File: src/rtl/fetch_unit.sv
// ---------------------------------------------------------------------------
// fetch_unit
//
// Instruction fetch stage that sits in front of the control unit. It holds the
// program counter and reads instruction memory using the ihit handshake. The
// fetched word is latched onto Instr for decode. Once the datapath retires the
// current instruction, the unit computes the next PC from the decoded redirect
// signals. A decoded Halt stops fetching until the next reset.
//
// Ports:
//   CLK, nRST           clock (rising edge), asynchronous active-low reset
//   ihit, iload         instruction memory data-valid strobe and data word
//   iREN, iaddr         instruction read enable and address (iaddr = PC)
//   Instr, instr_valid  latched instruction word and its valid flag
//   advance             datapath has finished the current instruction
//   Jmp, JR, PCSrc      decoded redirect requests (JR > Jmp > PCSrc)
//   Halt                current instruction is HALT
//   imm26, imm16        jump target field and branch offset field
//   jr_target           register value used as the JR target
//   pc_plus4            PC + 4, also used as the JAL link value
//   halted              sticky halt indicator, cleared only by reset
// ---------------------------------------------------------------------------
module fetch_unit #(
    parameter logic [31:0] PC_INIT = 32'h0000_0000
) (
    input  logic        CLK,
    input  logic        nRST,
    input  logic        ihit,
    input  logic [31:0] iload,
    output logic        iREN,
    output logic [31:0] iaddr,
    output logic [31:0] Instr,
    output logic        instr_valid,
    input  logic        advance,
    input  logic        Jmp,
    input  logic        JR,
    input  logic        PCSrc,
    input  logic        Halt,
    input  logic [25:0] imm26,
    input  logic [15:0] imm16,
    input  logic [31:0] jr_target,
    output logic [31:0] pc_plus4,
    output logic        halted
);

    localparam logic [1:0] ST_FETCH  = 2'd0;
    localparam logic [1:0] ST_EXEC   = 2'd1;
    localparam logic [1:0] ST_HALTED = 2'd2;

    logic [1:0]  state_q, state_d;
    logic [31:0] pc_q, pc_d;
    logic [31:0] instr_q, instr_d;
    logic [31:0] next_pc;
    logic [31:0] branch_offset;

    assign pc_plus4 = pc_q + 32'd4;

    // Branch offset is the sign-extended word offset, so shift it left by two.
    assign branch_offset = {{14{imm16[15]}}, imm16, 2'b00};

    // Next-PC selection. JR has the highest priority, then Jmp, then PCSrc.
    // This value is only used on the EXEC-and-advance edge.
    always_comb begin
        next_pc = pc_plus4;
        if (JR) begin
            next_pc = jr_target;
        end else if (Jmp) begin
            next_pc = {pc_plus4[31:28], imm26, 2'b00};
        end else if (PCSrc) begin
            next_pc = pc_plus4 + branch_offset;
        end
    end

    // Sequencer: FETCH waits for ihit, EXEC waits for advance, HALTED is terminal.
    always_comb begin
        state_d = state_q;
        pc_d    = pc_q;
        instr_d = instr_q;
        case (state_q)
            ST_FETCH: begin
                if (ihit) begin
                    instr_d = iload;
                    state_d = ST_EXEC;
                end
            end
            ST_EXEC: begin
                if (advance) begin
                    if (Halt) begin
                        state_d = ST_HALTED;
                    end else begin
                        pc_d    = next_pc;
                        state_d = ST_FETCH;
                    end
                end
            end
            ST_HALTED: begin
                state_d = ST_HALTED;
            end
            default: begin
                state_d = ST_FETCH;
            end
        endcase
    end

    always_ff @(posedge CLK or negedge nRST) begin
        if (!nRST) begin
            state_q <= ST_FETCH;
            pc_q    <= PC_INIT;
            instr_q <= 32'h0000_0000;
        end else begin
            state_q <= state_d;
            pc_q    <= pc_d;
            instr_q <= instr_d;
        end
    end

    // Memory-side and decode-side outputs depend only on state and PC.
    // They have no combinational path from any input.
    assign iREN        = (state_q == ST_FETCH);
    assign iaddr       = pc_q;
    assign Instr       = instr_q;
    assign instr_valid = (state_q == ST_EXEC);
    assign halted      = (state_q == ST_HALTED);

endmodule

File: config.mk
export PLATFORM = sky130hd
export DESIGN_NAME = fetch_unit
export DESIGN_NICKNAME = d
export VERILOG_FILES = /design/src/rtl/fetch_unit.sv
export SDC_FILE = /design/constraint.sdc
export NUM_CORES = 1
export LEC_CHECK = 0
export ABC_AREA = 1
export BUFFER_PORTS_ARGS = -buffer_cell sky130_fd_sc_hd__buf_2
export CAP_MARGIN = 0
export CORE_ASPECT_RATIO = 0.8
export CORE_UTILIZATION = 48
export DETAILED_ROUTE_END_ITERATION = 10
export GPL_ROUTABILITY_DRIVEN = 0
export PLACE_DENSITY = 0.9
export REMOVE_ABC_BUFFERS = 1
export SYNTH_ARGS = -nofsm -noshare
export SYNTH_HDL_FRONTEND = slang
export SYNTH_SLANG_ARGS = --single-unit
File: constraint.sdc
create_clock -name CLK -period 2.4 [get_ports CLK]
set_input_delay 0.36 -clock CLK [delete_from_list [all_inputs] [get_ports CLK]]
set_output_delay 0.36 -clock CLK [all_outputs]
set_load 0.01 [all_outputs]
==> impl_metrics.csv, run 1 <==
group,metric,value,unit
status,status,"did not finish",
status,stop_stage,"global routing (5_1_grt)",
status,error,"[ERROR GRT-0232] Routing congestion too high. Check the congestion heatmap in the GUI.",
die,start_util,50.33,%
die,fp-row-count,37,
synth,yosysWarnings,0,
placement,numPortBuffers,212,
clock_tree,clockBufferDepth,2,
clock_tree,numCtsBuffers,9,
die,die_h,107.0,µm
synth,synth_area_leaders,"dfrtp_1, nand2_1, inv_1, ha_1, nor2_1",
synth,synth_top_area_share,24.96,%
synth,ys_types,44,
synth,synth_most_common_cell,"nand2_1",
synth,yosysSeqAreaShare,24.96,%
placement,dp_hpwl,20640,µm
timing,worst_endpoint,"iaddr[19]$_DFFE_PN0P_/D",
synth,ys_seq_elements,66,
grt,grt_remaining_overflow,446,
synth,synthFlopType,"dfrtp_1",
clock_tree,clock_sinks,66,
clock_tree,root_buffer,"clkbuf_16",
synth,yosysTopAreaCell,"dfrtp_1",
timing,worstEpCategory,"register data pin",
grt,grt_util_all_layers,88.89,%
synth,avgSynthCellArea,6.105,µm²
synth,synth.cell_area,6618,µm²
synth,async_flop_share,100.0,%
synth,yosys-top-cells-count,"nand2_1, inv_1, nor2_1",
die,die_w,133.3,µm
grt,grt_max_degree,48,
die,ios,213,
synth,synthCells,1084,
synth,synth_edf_count,0,
clock_tree,htreeDepth,3,
==> repair_timing <==
action | 4_1_cts
setup buffers | 43
gates resized for setup | 293
endpoints found under the setup margin | 35
pin swaps | 119
endpoints found under the hold margin | 0
hold buffers | 0
==> cell families after synthesis <==
family,after synthesis,share of synthesized area [%]
simple gates,616,38.74
buf+inv,188,10.83
compound gates,128,10.55
flops,66,24.96
fa+ha+maj,37,7.109
mux,32,5.445
xor+xnor,17,2.364
==> through the flow <==
stage | TNS [ns] | instances | worst slack, ns | hold WS [ns] | cell area (µm²)
4_1_cts | -7.190 | 1689 | -0.3998 | 0.09997 | 10950
2_1_floorplan | -6.432 | 1059 | -0.3648 | 0.06441 | 6513
3_3_place_gp | -11.90 | 1632 | -0.6442 | 0.4462 | 9201
3_5_place_dp | -13.92 | 1632 | -0.7228 | 0.4437 | 9201
==> layer usage <==
metal | global-route usage [%] | GRT overflow
met1 | 85.42 | 8
met2 | 106.8 | 289
met3 | 73.62 | 8
met4 | 95.94 | 140
met5 | 41.48 | 1
==> inputs of run 2 (changes only) <==
--- a/config.mk
+++ b/config.mk
@@ -8,11 +8,10 @@
 export ABC_AREA = 1
 export BUFFER_PORTS_ARGS = -buffer_cell sky130_fd_sc_hd__buf_2
 export CAP_MARGIN = 0
-export CORE_ASPECT_RATIO = 0.8
-export CORE_UTILIZATION = 48
+export CORE_UTILIZATION = 40
 export DETAILED_ROUTE_END_ITERATION = 10
 export GPL_ROUTABILITY_DRIVEN = 0
-export PLACE_DENSITY = 0.9
+export PLACE_DENSITY_LB_ADDON = 0.15
 export REMOVE_ABC_BUFFERS = 1
 export SYNTH_ARGS = -nofsm -noshare
 export SYNTH_HDL_FRONTEND = slang
==> constraint.sdc (replaced) <==
create_clock -name CLK -period 3.1 [get_ports CLK]
set_input_delay 0.465 -clock CLK [delete_from_list [all_inputs] [get_ports CLK]]
set_output_delay 0.465 -clock CLK [all_outputs]
set_load 0.01 [all_outputs]
==> run 2 against run 1 <==
  * The run now ends clean
  * Synthesized cell count stayed put
  * Synthesized area is the same
==> impl_metrics.csv, run 2 <==
group,metric,value,unit
timing,finClkSkew,0.006067,ns
route,wl_per_cell,15.85,µm
grt,grt_remaining_overflow,0,
synth,yosysTopAreaCell,"dfrtp_1",
route,drc_errors,0,
synth,synth_edf_count,0,
grt,grt_pass1_vias,7400,
power_and_ir_drop,power_frac_comb,69.4,%
clock_tree,clk_pin_slew,0.06,ns
synth,synth.cell_area,6618,µm²
finish,antenna_cells,0,
placement,dp_slack,-0.2095,ns
synth,synth_most_common_cell,"nand2_1",
critical_path,crit_required,3.32,ns
route,first_pass_iters,5,
placement,dp_hpwl,20120,µm
synth,synthCells,1084,
power_and_ir_drop,p_switching,4.379,mW
timing,fin_crit,2.939,ns
finish,final_common_cell,"nand2_1",
clock_tree,cts_tree,"built",
route,drt-initial-drc-count,637,
critical_path,cpLargestDelayFamily,"simple AND/OR/NAND/NOR gates",
synth,synthFlopType,"dfrtp_1",
power_and_ir_drop,clkPwrFrac,11.9,%
critical_path,crit_path_frequent_cell,"nand2_1",
grt,grt_pass1_wl,37260,µm
power_and_ir_drop,powerDensity,964.0,nW/µm²
clock_tree,clock_sinks,66,
synth,yosys-top-cells-count,"nand2_1, inv_1, nor2_1",
route,ant_nets,0,
critical_path,cp-end-kind,"flip-flop",
timing,drv_slew,0,
synth,synth_area_leaders,"dfrtp_1, nand2_1, inv_1, ha_1, nor2_1",
synth,ys_seq_elements,66,
synth,async_flop_share,100.0,%
route,drt-vias-per-instance,5.044,
finish,final_area,9150,µm²
critical_path,crit_chain,"nand2_2, buf_4, nor2_2, nand2_4, nor2_4, nand2_1, xor2_2, inv_1, ha_1, nand2_2, nor2_2, nand2_1, nor2_1, nand2_1, nand4_1, nand3_1, nand2_1, nand2_1, nand2_1, nand2_1",
die,fp-row-count,46,
min_path,hold_path.class,"input pin to asynchronous set/reset pin",
placement,placed_area,8352,µm²
power_and_ir_drop,internal_power,4.442,mW
timing,fin_crit_sh,94.82,%
finish,final_nets,1510,
die,die_w,130.6,µm
finish,layout_common_cells,"nand2_1, buf_2, inv_1, nor2_1, buf_4",
finish,area_growth,38.27,%
die,die_h,130.6,µm
critical_path,cp.buffers_inverters,2,
power_and_ir_drop,irDropWorstVdd,0.6158,mV
synth,ys_types,44,
route,wirelength,25050,µm
synth,yosysSeqAreaShare,24.96,%
synth,yosysWarnings,0,
grt,grt_antenna_before_repair,0,
grt,grt_max_degree,46,
flow_run,cap_violations,0,
timing,max_freq,340.2,MHz
die,die_area,17060,µm²
power_and_ir_drop,swShare,49.65,%
finish,layout-drive-gt1-share,33.14,%
grt,grt_util_all_layers,28.86,%
die,start_util,41.36,%
critical_path,cp_slowest_cell,"dfrtp_1",
placement,numPortBuffers,212,
die,core,16000,µm²
timing,setup-tns-final,0,ns
timing,slew_headroom,28.63,%
critical_path,cp-start-kind,"flip-flop",
critical_path,path_max_fanout,4,
power_and_ir_drop,seqPwrFrac,18.6,%
route,num_vias,7969,
timing,finalSetupViolCount,0,
clock_tree,hold_buffers,0,
timing,hold_viol_final,0,
synth,avgSynthCellArea,6.105,µm²
synth,synth_top_area_share,24.96,%
critical_path,arrival,3.16,ns
die,ios,213,
power_and_ir_drop,power,8.821,mW
critical_path,critPathKind,"flip-flop to flip-flop",
status,status,"finished, final reports clean",
critical_path,max_stage_delay,0.39,ns
power_and_ir_drop,leakage,5.010,nW
clock_tree,clk-insertion-delay-late,0.33,ns
clock_tree,root_buffer,"clkbuf_16",
clock_tree,clockBufferDepth,2,
clock_tree,numCtsBuffers,9,
clock_tree,htreeDepth,3,
timing,worst_slew_pin_slew,1.069,ns
timing,rsz0062_at_grt,"true",
timing,worst_slack,0.1605,ns
run 2: kinds of logic (layout without fill, tap and decap cells):
logic type | count (synthesis) | in the layout | synth area share (%)
xor+xnor | 17 | 17 | 2.364
compound gates | 128 | 128 | 10.55
fa+ha+maj | 37 | 37 | 7.109
mux | 32 | 32 | 5.445
buf+inv | 188 | 468 | 10.83
simple gates | 616 | 616 | 38.74
flops | 66 | 66 | 24.96
run 2: timing repair:
action,in CTS,in global routing
endpoints found under the setup margin,10,23
pin swaps,0,15
gates resized for setup,6,93
setup buffers,0,11
run 2: area by class of cell:
type / count / area, µm²
repair buffers: 289 / 1652
multi-input cells: 830 / 4652
fillers: 1642 / 6850
clock inverters: 6 / 65.06
well taps: 216 / 270.3
clock buffers: 10 / 239.0
flip-flops and latches: 66 / 1660
inverters: 163 / 611.8
run 2: per-layer routing:
metal | track usage, % | vias to the layer above | share of wire [%]
met5 | 0 | - | 0
met4 | 8.790 | 0 | 2.0
met3 | 3.705 | 27 | 7.4
met2 | 49.36 | 341 | 47
met1 | 37.83 | 3640 | 43
li1 | - | 3961 | -
run 2: power groups by stage:
stage / Clock, mW / Combinational [mW] / Sequential (mW)
finish: 1.05 / 6.13 / 1.64
detailed placement: 0 / 5.56 / 1.63
global route: 1.09 / 6.72 / 1.70
CTS: 1.07 / 5.61 / 1.63
global placement: 0 / 5.56 / 1.62
floorplan: 0 / 3.05 / 1.84
run 2: path summary, 6_finish.rpt:
kind,from,to,slack [ns],cells past startpoint
worst min-delay path,nRST,Instr[0],0.31,1
min in group CLK,advance,state_q[0],0.36,2
worst max register to register,iaddr[2],iaddr[24],0.16,20
max in group asynchronous,nRST,iaddr[6],1.95,2
worst min register to register,Instr[18],Instr[18],0.50,1
worst max-delay path,iaddr[2],iaddr[24],0.16,20
run 2: through the flow:
step                hold slack, ns  utilization (%)  instances
floorplan                   0.1694                -       1059
global placement            0.4826            52.20       1553
detailed placement          0.4887            52.20       1553
CTS                         0.3489            54.24       1569
global route                0.3593            57.19       1580
finish                      0.3061            57.19       1580
Power figures use the tool's default switching activity.
